### config.mk
export PLATFORM = sky130hd
export DESIGN_NAME = bus_rr_arbiter
export DESIGN_NICKNAME = d
export VERILOG_FILES = /design/src/rtl/bus_defs.sv /design/src/rtl/rr_pick.sv /design/src/rtl/bus_rr_arbiter.sv
export SDC_FILE = /design/constraint.sdc
export NUM_CORES = 1
export LEC_CHECK = 0
export CORE_MARGIN = 4
export CORE_UTILIZATION = 54
export DETAILED_ROUTE_END_ITERATION = 7
export PLACE_DENSITY_LB_ADDON = 0.3
export RECOVER_POWER = 100
export SETUP_SLACK_MARGIN = 0.05
export SLEW_MARGIN = 20
export SYNTH_ARGS = -nofsm -noshare
export SYNTH_HDL_FRONTEND = slang
export SYNTH_SLANG_ARGS = --single-unit
export TNS_END_PERCENT = 5
### constraint.sdc
create_clock -name clk -period 3.55 [get_ports clk]
set_input_delay 0.71 -clock clk [delete_from_list [all_inputs] [get_ports clk]]
set_output_delay 0.71 -clock clk [all_outputs]
set_load 0.05 [all_outputs]
### src/rtl/bus_defs.sv
// Shared bus definitions: grant index width, master count and arbiter state encoding.
package bus_defs;

  localparam int unsigned IDX_W = 3;
  localparam int unsigned N     = 1 << IDX_W;

  typedef logic [IDX_W-1:0] idx_t;
  typedef logic [N-1:0]     req_t;

  typedef enum logic {
    ST_IDLE = 1'b0,
    ST_BUSY = 1'b1
  } state_t;

  // Successor of an owner index, wrapping N-1 -> 0.
  function automatic idx_t idx_next(input idx_t i);
    return i + idx_t'(1);
  endfunction

endpackage

### src/rtl/rr_pick.sv
// Round-robin pick: rotate requests by ptr, take the lowest set bit, rotate the index back.
module rr_pick
  import bus_defs::*;
(
  input  logic [N-1:0]     req,
  input  logic [IDX_W-1:0] ptr,
  output logic [IDX_W-1:0] pick,
  output logic             any
);

  logic [2*N-1:0]   dbl;
  logic [N-1:0]     rot;
  logic [IDX_W-1:0] off;

  always_comb begin
    dbl = {req, req} >> ptr;
    rot = dbl[N-1:0];
    off = '0;
    // Descending scan so the lowest set bit of the rotated vector wins.
    for (int i = int'(N) - 1; i >= 0; i--) begin
      if (rot[i]) off = IDX_W'(i);
    end
    pick = off + ptr;
    any  = |req;
  end

endmodule

### src/rtl/bus_rr_arbiter.sv
// Round-robin bus arbiter with registered owner index and valid flag.
// Optional hold-limit revocation enabled by defining BUS_ARB_TIMEOUT_EN.
module bus_rr_arbiter
  import bus_defs::*;
#(
  parameter int unsigned MAX_HOLD = 16,
  parameter int unsigned CNT_W    = 5
) (
  input  logic             clk,
  input  logic             rst,
  input  logic [N-1:0]     req,
  output logic [IDX_W-1:0] grant_idx,
  output logic             grant_valid,
  output logic             timeout
);

  if (CNT_W < $clog2(MAX_HOLD + 1)) begin : g_cnt_w_check
    $error("CNT_W too narrow for MAX_HOLD");
  end

  state_t           state;
  logic [IDX_W-1:0] ptr;
  logic [IDX_W-1:0] pick;
  logic             any;

  rr_pick u_pick (
    .req  (req),
    .ptr  (ptr),
    .pick (pick),
    .any  (any)
  );

`ifdef BUS_ARB_TIMEOUT_EN
  logic [CNT_W-1:0] cnt;

  always_ff @(posedge clk) begin
    if (rst) begin
      state       <= ST_IDLE;
      ptr         <= '0;
      grant_idx   <= '0;
      grant_valid <= 1'b0;
      timeout     <= 1'b0;
      cnt         <= '0;
    end else begin
      timeout <= 1'b0;
      case (state)
        ST_IDLE: begin
          if (any) begin
            grant_idx   <= pick;
            grant_valid <= 1'b1;
            cnt         <= CNT_W'(1);
            state       <= ST_BUSY;
          end else begin
            grant_valid <= 1'b0;
          end
        end
        ST_BUSY: begin
          // Release takes precedence over the hold limit.
          if (!req[grant_idx]) begin
            grant_valid <= 1'b0;
            ptr         <= idx_next(grant_idx);
            state       <= ST_IDLE;
          end else if (cnt == CNT_W'(MAX_HOLD)) begin
            grant_valid <= 1'b0;
            timeout     <= 1'b1;
            ptr         <= idx_next(grant_idx);
            state       <= ST_IDLE;
          end else if (cnt != '1) begin
            cnt <= cnt + CNT_W'(1);
          end
        end
        default: state <= ST_IDLE;
      endcase
    end
  end
`else
  assign timeout = 1'b0;

  always_ff @(posedge clk) begin
    if (rst) begin
      state       <= ST_IDLE;
      ptr         <= '0;
      grant_idx   <= '0;
      grant_valid <= 1'b0;
    end else begin
      case (state)
        ST_IDLE: begin
          if (any) begin
            grant_idx   <= pick;
            grant_valid <= 1'b1;
            state       <= ST_BUSY;
          end else begin
            grant_valid <= 1'b0;
          end
        end
        ST_BUSY: begin
          if (!req[grant_idx]) begin
            grant_valid <= 1'b0;
            ptr         <= idx_next(grant_idx);
            state       <= ST_IDLE;
          end
        end
        default: state <= ST_IDLE;
      endcase
    end
  end
`endif

endmodule

# Word level (Yosys, flattened, before mapping)

Index checks and enable logic that the tools add are counted.

Flip-flop bits (word level): 8
Bits in latches: 0
RAM bits: 0
Bits in read-only memories: 0
Input bits: 10
Logic and storage cells: 29
Memories kept: 0

Add/subtract/negate cells: 2
Multiply operators: 0
Div/mod/pow operators: 0
Magnitude comparators: 1
Eq/ne operators: 1
Shift-type cells: 1
Mux-type cells: 15
Bitwise gates (word level): 2
Reduce and logical (&&, ||, !) cells: 3

Operators with widths:

| kind                                                | number |
|---|---|
| 2-to-1 mux 3 bit                                    | 8 |
| right shift 16 x 3 -> 8 bit                         | 1 |
| OR reduction 8 bit                                  | 1 |
| < comparator 3 x 4 -> 1 bit (second input constant) | 1 |
| 2-to-1 mux 1 bit                                    | 4 |
| one-hot mux 1 bit (2 select lines)                  | 2 |
| AND reduction 2 bit                                 | 2 |
| adder 3 x 1 -> 3 bit (second input constant)        | 1 |
| adder 3 bit                                         | 1 |
| binary-select mux 1 bit (select 3 bit)              | 1 |
| != test 2 bit (second input constant)               | 1 |
| inverter 1 bit                                      | 2 |

# Logic depth before layout (Yosys ltp)

Gate-level depths: netlist of run 1.

Depth after elaboration: 10
Depth in mapped cells: 14
Mapped depth without buffers: 12

# Hierarchy

From an unflattened synthesis of run 1, not the netlist that was laid out.

Cells, all modules: 90
Area total of the unflattened synthesis: 940.9 um2

Modules (own cells, without submodules):

| module         | instances | cells an instance | area an instance (um2) | seq. area each (um2) |
|---|---|---|---|---|
| rr_pick        | 1         | 50                | 519.2                  | 0.0 |
| bus_rr_arbiter | 1         | 40                | 421.7                  | 160.2 |

# Worst setup path after synthesis of run 1

OpenSTA, ideal clock, no wires.

Path kind: reg2reg
Start point: reg ptr[0]
End point: reg grant_idx[2]
Setup time: 0.136 ns
Arrival: 3.043 ns
Data required time: 3.414 ns
Path slack: 0.371 ns
Cell stages (with the launch flop): 15
Path buffers: 2
Clock period less this slack: 3.179 ns
Path through: dfxtp_1 > clkbuf_1 > buf_2 > mux4_2 > o21a_1 > nor2_1 > o21ai_1 > a21oi_1 > ha_1 > inv_1 > fa_1 > xnor2_1 > nand2_1 > a2111oi_0 > a211oi_1

Cells in the longest elaborated chain, start to end: 10

RTL lines:

| item                          | line                 | RTL |
|---|---|---|
| start, declared               | bus_rr_arbiter.sv:22 | `logic [IDX_W-1:0] ptr;` |
| start signal, assigned        | bus_rr_arbiter.sv:99 | `ptr <= idx_next(grant_idx);` |
| right shift 16 x 3 -> 8 bit   | rr_pick.sv:16        | `dbl = {req, req} >> ptr;` |
| 2-to-1 mux 3 bit (8 in a row) | rr_pick.sv:21        | `if (rot[i]) off = IDX_W'(i);` |
| adder 3 bit *                 | rr_pick.sv:23        | `pick = off + ptr;` |
| end signal, assigned          | bus_rr_arbiter.sv:89 | `grant_idx <= pick;` |
| end, declared                 | bus_rr_arbiter.sv:12 | `output logic [IDX_W-1:0] grant_idx,` |

Every way passes the cells marked *; elsewhere a longest branch is shown, timed or not.
A chain may end at the register's enable or synchronous reset.

# Worst setup path in the final report of run 1

Start point: in req[6]
End point: reg grant_idx[2]

Cells in the longest elaborated chain, start to end: 10
Elaborated cells on any way between the ends: 12
Those cells by class: 1 x add/sub; 1 x shift; 8 x mux; 2 x reduce/logical

RTL lines:

| item                          | line                 | RTL |
|---|---|---|
| start, declared               | bus_rr_arbiter.sv:11 | `input logic [N-1:0] req,` |
| right shift 16 x 3 -> 8 bit   | rr_pick.sv:16        |  |
| 2-to-1 mux 3 bit (8 in a row) | rr_pick.sv:21        |  |
| adder 3 bit                   | rr_pick.sv:23        |  |

Parallel ways exist; a longest one is shown, timed or not.

==> results of run 1 <==
[metrics by stage]
stage	setup slack [ps]	power (mW)	setup TNS (ps)	std cells
2_1_floorplan	370.6	0.4348	0	100
3_3_place_gp	-137.7	0.5519	-137.7	155
3_5_place_dp	-263.6	0.5696	-263.6	155
4_1_cts	78.62	0.6460	0	158
5_1_grt	101.4	0.6982	0	158
6_report	334.3	0.6567	0	158
[metal layers]
metal | vias to the layer above | share of wire
li1 | 464 | -
met1 | 538 | 0.38
met2 | 51 | 0.55
met3 | 6 | 0.062
met4 | 0 | 0.0098
met5 | - | 0
[state kept, by name, summed over array words and instances (netlist names)]
signal and count:
grant_valid 1, state 1, grant_idx 3, ptr 3
[worst register-to-register path: stages (launching register included)]
cell       delay, ps
dfxtp_1          660
mux4_2           600
a21o_1           170
a21oi_1          130
o21ai_1          100
a21oi_1          150
ha_1             160
inv_1             50
fa_2             370
xnor2_2          150
nand2_1          110
a2111oi_4        330
a211oi_1         100
[power by group]
part / internal [mW] / total (mW) / switching (mW)
Combinational: 0.218 / 0.426 / 0.208
Sequential: 0.111 / 0.160 / 0.0485
Clock: 0.0388 / 0.0709 / 0.0321
[worst max-delay path by stage]
stage | from | to | cells past startpoint | slack, ps
after floorplan | ptr[0] | grant_idx[2] | 14 | 370
after global placement | req[4] | grant_idx[2] | 13 | -140
after detailed placement | req[6] | grant_idx[2] | 12 | -260
after CTS | req[0] | grant_idx[2] | 15 | 80
after global routing | ptr[0] | grant_idx[2] | 12 | 100
final | req[6] | grant_idx[2] | 13 | 330
[final cells by class]
| type | count | area, µm² | share of cell area |
|---|---|---|---|
| well taps | 25 | 31.28 | 0.02187 |
| inverters | 7 | 31.28 | 0.02187 |
| clock buffers | 3 | 22.52 | 0.01575 |
| flip-flops and latches | 8 | 160.2 | 0.1120 |
| repair buffers | 36 | 306.5 | 0.2143 |
| multi-input cells | 79 | 878.3 | 0.6142 |
[cell families (layout without fill, tap and decap cells)]
group,count (synthesis),count (layout),share of synthesized area
AOI/OAI and AO/OA,24,24,0.1473
adders and majority gates,3,3,0.04176
xor gates and xnor gates,2,2,0.01624
DFF,8,8,0.1485
muxes,27,27,0.4907
buffers and inverters,13,46,0.06380
and+or+nand+nor,22,22,0.08818
other,1,1,0.003477
[timing repair]
action,in CTS,in global routing
gates cloned,0,0
pin swaps,0,2
setup endpoints to repair,1,1
resized for setup,4,11
[cells in the final DEF, fill, tap and decap left out, types with 3 or more instances in the layout]
cell | synthesis | final
buf_4 | 1 | 22
nor2_1 | 15 | 15
mux4_2 | 10 | 11
dfxtp_1 | 8 | 8
mux4_1 | 8 | 7
a21oi_1 | 7 | 7
mux2i_1 | 6 | 5
inv_1 | 5 | 5
dlymetal6s2s_1 | 0 | 5
clkbuf_4 | 0 | 4
dlygate4sd3_1 | 0 | 4
mux2_2 | 3 | 3
o21ai_0 | 3 | 3
a211oi_1 | 3 | 3
==> impl_metrics.csv, run 1 <==
group,metric,value,unit
grt,met2_usage,0.4256,
sta,rsz0062_at_grt,"false",
power,peakVddDrop,0.4281,mV
synth,synth_fp_nets,113,
drt,drt_pass1_iterations,4,
finish,fin_util,0.7938,
synth,synth_area_per_cell,10.79,µm²
placement,io_buffers,13,
grt,grt_pass1_wl,4864,µm
min_path,hp-class,"reg -> reg",
critical_path,r2r_cells,12,
synth,ys_seq_area_frac,0.1485,
min_path,hold_depth,2,
critical_path,critPathKind,"in -> reg",
sta,fmax,311.0,MHz
critical_path,crit_path_start_kind,"primary input",
clock_tree,numCtsBuffers,3,
critical_path,crit_arrival,3350,ps
critical_path,critical_path.cell_chain,"dlygate4sd2_1 > mux4_2 > a21o_1 > a21oi_1 > o21ai_1 > a21oi_1 > ha_1 > inv_1 > fa_2 > xnor2_2 > nand2_1 > a2111oi_4 > a211oi_1",
drt,drtAntennaViolNets,0,
finish,design_area,0.001430,mm²
clock_tree,root_buffer,"clkbuf_4",
grt,grt_max_degree,12,
floorplanning,die_h,52.69,µm
clock_tree,clk_latency,250,ps
grt,grt_overflow,0,
critical_path,crit_family,"compound AO/OA/AOI/OAI gates",
finish,drive_above_1_share,0.3459,
grt,grt_pass1_vias,1090,
critical_path,crit_path_top_delay_cell,"mux4_2",
floorplanning,die_w,52.69,µm
clock_tree,htree_num_levels,1,
sta,whs,480.9,ps
min_path,min_from,"grant_valid",
drt,vias_per_cell,6.703,
synth,synth_area,0.001079,mm²
critical_path,critPathMaxFanout,7,
clock_tree,cts_tree,"done",
drt,first_iter_violations,28,
sta,slew_viol_final,0,
sta,skew,0.4427,ps
floorplanning,rows,15,
min_path,whs_endpoint,"grant_valid",
synth,synth_top_cell_by_area,"mux4_2",
finish,diodes,0,
grt,grtUsageTotal,0.2425,
clock_tree,path_clk_slew,50,ps
synth,synth_edf_count,0,
finish,nNetsFinal,148,
drt,route.detailed.drc,0,
synth,netlist.area_leader.share,0.2088,
synth,synth_flop_cell,"dfxtp_1",
sta,slew_headroom,0.6368,
synth,synth_warnings,0,
critical_path,reg2reg_to,"grant_idx[2]",
grt,grtUsageMet3,0.06268,
critical_path,r2r-start,"ptr[0]",
floorplanning,start_util,0.5986,
synth,synth.area.top_cells,"mux4_2 21%, mux4_1 19%, dfxtp_1 15%",
drt,wl_per_cell,19.34,µm
sta,fin_crit,3216,ps
critical_path,reg2reg_slack,350,ps
floorplanning,core,0.001802,mm²
synth,ys_seq_elements,8,
drt,wl,3056,µm
synth,syn_inst,100,
clock_tree,cts_hold_buf,0,
run,max-cap-violations,0,
synth,ys_types,36,
critical_path,cp_num_buf_inv,2,
critical_path,cpPeakStageDelay,510,ps
grt,grtUsageMet1,0.2818,
sta,hold_viol,0,
sta,worst_pin_slew,544.1,ps
synth,synth.top_cells.by_count,"15 x nor2_1, 10 x mux4_2, 8 x dfxtp_1, 8 x mux4_1, 7 x a21oi_1",
sta,finalCritPeriodShare,0.9058,
power,p_leak,0.6310,nW
placement,dpl.hpwl,2180,µm
synth,synth_most_common_cell,"nor2_1",
critical_path,end_kind,"register",
synth,async_flop_share,0,
power,powerDensity,459.2,mW/mm²
clock_tree,cts_sinks,8,
placement,placed_area,0.001375,mm²
clock_tree,clockBufferDepth,2,
drt,num_vias,1059,
finish,fillers,110,
critical_path,required,3680,ps
run_status,status,"complete, no violations",
grt,antenna_found_initial,0,
placement,place.gp.congestion,0.8891,
finish,area_growth_syn_to_layout,32.60,%
floorplanning,ioPinCount,15,
sta,setup_viol,0,
grt,busiest_layer,"met2",
floorplanning,dieArea,0.002776,mm²
clock_tree,post_cts_buffers,0,
critical_path,crit_path_frequent_cell,"a21oi_1",
Power figures use the tool's default switching activity.
==> run 2, diff against run 1 <==
--- a/config.mk
+++ b/config.mk
@@ -5,13 +5,14 @@
 export SDC_FILE = /design/constraint.sdc
 export NUM_CORES = 1
 export LEC_CHECK = 0
+export CORE_ASPECT_RATIO = 0.75
 export CORE_MARGIN = 4
 export CORE_UTILIZATION = 54
 export DETAILED_ROUTE_END_ITERATION = 7
 export PLACE_DENSITY_LB_ADDON = 0.3
 export RECOVER_POWER = 100
 export SETUP_SLACK_MARGIN = 0.05
-export SLEW_MARGIN = 20
+export SLEW_MARGIN = 0
 export SYNTH_ARGS = -nofsm -noshare
 export SYNTH_HDL_FRONTEND = slang
 export SYNTH_SLANG_ARGS = --single-unit
==> run 2 against run 1 <==
Against the previous run:
- via count is 5.4% lower
- combinational power shrank 3%
- fmax decreased by 2.4%
- first-iteration DRC count grew 36%
- cell count shrank 4.4%
- worst setup slack worse by 79 ps
- global-route usage shrank 0.52 points
- clock-buffer cell count stayed put
- sequential share of layout area rose by 0.43 points
- routed wire length shrank 7.4%
- sequential power barely moved
- clock power rose by 3.1%
- highest routed layer unchanged
- largest power group unchanged
==> impl_metrics.csv, run 2 (synthesized netlist as in run 1, its figures left out) <==
group,metric,value,unit
placement,dpl.hpwl,2129,µm
clock_tree,path_clk_slew,50,ps
drt,route.met2.wl,1426,µm
finish,fillers,114,
finish,nNetsFinal,144,
placement,io_buffers,13,
power,peakVddDrop,0.3382,mV
drt,vias_per_cell,6.636,
clock_tree,cts_sinks,8,
floorplanning,start_util,0.5974,
floorplanning,ioPinCount,15,
clock_tree,cts_hold_buf,0,
sta,skew,2.823,ps
sta,hold_viol,0,
finish,multi_input_area,862.1,µm²
grt,grtUsageTotal,0.2373,
critical_path,critical_path.cell_chain,"dlygate4sd2_1 > nor2_1 > clkbuf_1 > mux4_1 > mux2_2 > nor2b_1 > o21bai_1 > fa_2 > xnor2_2 > nand2_1 > a2111oi_2 > a211oi_1",
placement,dp.cells,148,
finish,design_area,0.001378,mm²
run,max-cap-violations,0,
critical_path,end_kind,"register",
sta,finalCritPeriodShare,0.9281,
run_status,status,"complete, no violations",
sta,fin_crit,3295,ps
drt,route.detailed.drc,0,
clock_tree,cts_tree,"done",
critical_path,crit_start,"req[6]",
floorplanning,dieArea,0.002784,mm²
clock_tree,htree_num_levels,1,
clock_tree,root_buffer,"clkbuf_4",
sta,fmax,303.5,MHz
placement,place.gp.congestion,0.9217,
sta,slew_headroom,0.6468,
critical_path,crit_end,"grant_idx[2]",
finish,area_growth_syn_to_layout,27.73,%
grt,grt_max_degree,13,
drt,wl,2829,µm
sta,slew_viol_final,0,
critical_path,crit_path_top_delay_cell,"mux4_1",
critical_path,crit_arrival,3430,ps
placement,placed_area,0.001341,mm²
critical_path,crit_path_start_kind,"primary input",
grt,grt_pass1_vias,981,
drt,wl_met3,154,µm
min_path,min_from,"grant_valid",
sta,setup_viol,0,
floorplanning,rows,13,
drt,num_vias,1002,
floorplanning,die_w,59.61,µm
sta,rsz0062_at_grt,"false",
finish,drive_above_1_share,0.3023,
critical_path,cpPeakStageDelay,500,ps
critical_path,r2r-start,"ptr[0]",
drt,drt_pass1_iterations,4,
critical_path,reg2reg_to,"grant_idx[2]",
critical_path,reg2reg_slack,390,ps
drt,topRoutingLayerUsed,"met4",
critical_path,r2r_cells,12,
grt,grt_overflow,0,
drt,wl_per_cell,18.74,µm
sta,whs,480.6,ps
finish,reg_top3,"grant_idx x3, ptr x3",
power,powerDensity,467.1,mW/mm²
critical_path,critPathMaxFanout,8,
floorplanning,die_h,46.71,µm
finish,final_common_cell,"buf_4",
clock_tree,clockBufferDepth,2,
finish,diodes,0,
finish,stdcell_count,151,
clock_tree,numCtsBuffers,3,
grt,grt_pass1_wl,4740,µm
power,finalPower,643.4,µW
power,p_leak,0.6063,nW
drt,wl_met1,1194,µm
min_path,hp-class,"reg -> reg",
floorplanning,core,0.001805,mm²
sta,worst_pin_slew,529.1,ps
critical_path,required,3680,ps
clock_tree,clk_latency,260,ps
finish,regArea,160.2,µm²
grt,antenna_found_initial,0,
finish,layout_common_cells,"17 x buf_4, 15 x nor2_1, 11 x mux4_2",
drt,first_iter_violations,38,
critical_path,critPathKind,"in -> reg",
drt,drtAntennaViolNets,0,
-- run 2: timing repair --
item	4_1_cts	5_1_grt
endpoints found under the hold margin	0	0
gates resized for setup	6	8
setup buffers	0	0
pin swaps	0	1
setup endpoints to repair	1	1
-- run 2: how the worst min path moves through the flow --
stage / end / depth (start not counted)
2_1_floorplan: grant_valid / 1
3_3_place_gp: grant_valid / 2
3_5_place_dp: grant_valid / 2
4_1_cts: grant_valid / 2
5_1_grt: grant_valid / 2
6_report: grant_valid / 2
-- run 2: power by group --
| group | internal [mW] | total (mW) | switching, mW | leakage [nW] |
|---|---|---|---|---|
| Combinational | 0.213 | 0.413 | 0.199 | 0.526 |
| Sequential | 0.111 | 0.158 | 0.0465 | 0.0661 |
| Clock | 0.0389 | 0.0731 | 0.0342 | 0.0138 |
| Total | 0.364 | 0.643 | 0.280 | 0.606 |
-- run 2: cell type report --
| cell class | count | area share |
|---|---|---|
| Multi-Input combinational cell | 79 | 0.6258 |
| Timing Repair Buffer | 32 | 0.1989 |
| Sequential cell | 8 | 0.1163 |
| Inverter | 7 | 0.02271 |
| Tap cell | 22 | 0.01998 |
| Clock buffer | 3 | 0.01635 |
-- run 2: critical path: cells and delay by family --
family	cells	cell delay, ps
multiplexers	2	790
AND/OR/NAND/NOR	3	320
XOR/XNOR	1	120
buffers and inverters	2	520
AO/OA/AOI/OAI	3	690
adder cells (fa/ha/maj)	1	270
-- run 2: through the flow --
step	TNS (ps)	setup WS [ps]	util
2_1_floorplan	0	370.6	-
3_3_place_gp	-327.6	-327.6	0.7429
3_5_place_dp	-382.8	-382.8	0.7429
4_1_cts	0	55.05	0.7609
5_1_grt	0	62.11	0.7630
6_report	0	255.4	0.7630
-- run 2: metal layers --
layer,GRT usage,vias to the layer above
met2,0.4009,39
li1,-,456
met4,0.1062,0
met1,0.3082,500
met5,0,-
met3,0.03361,7
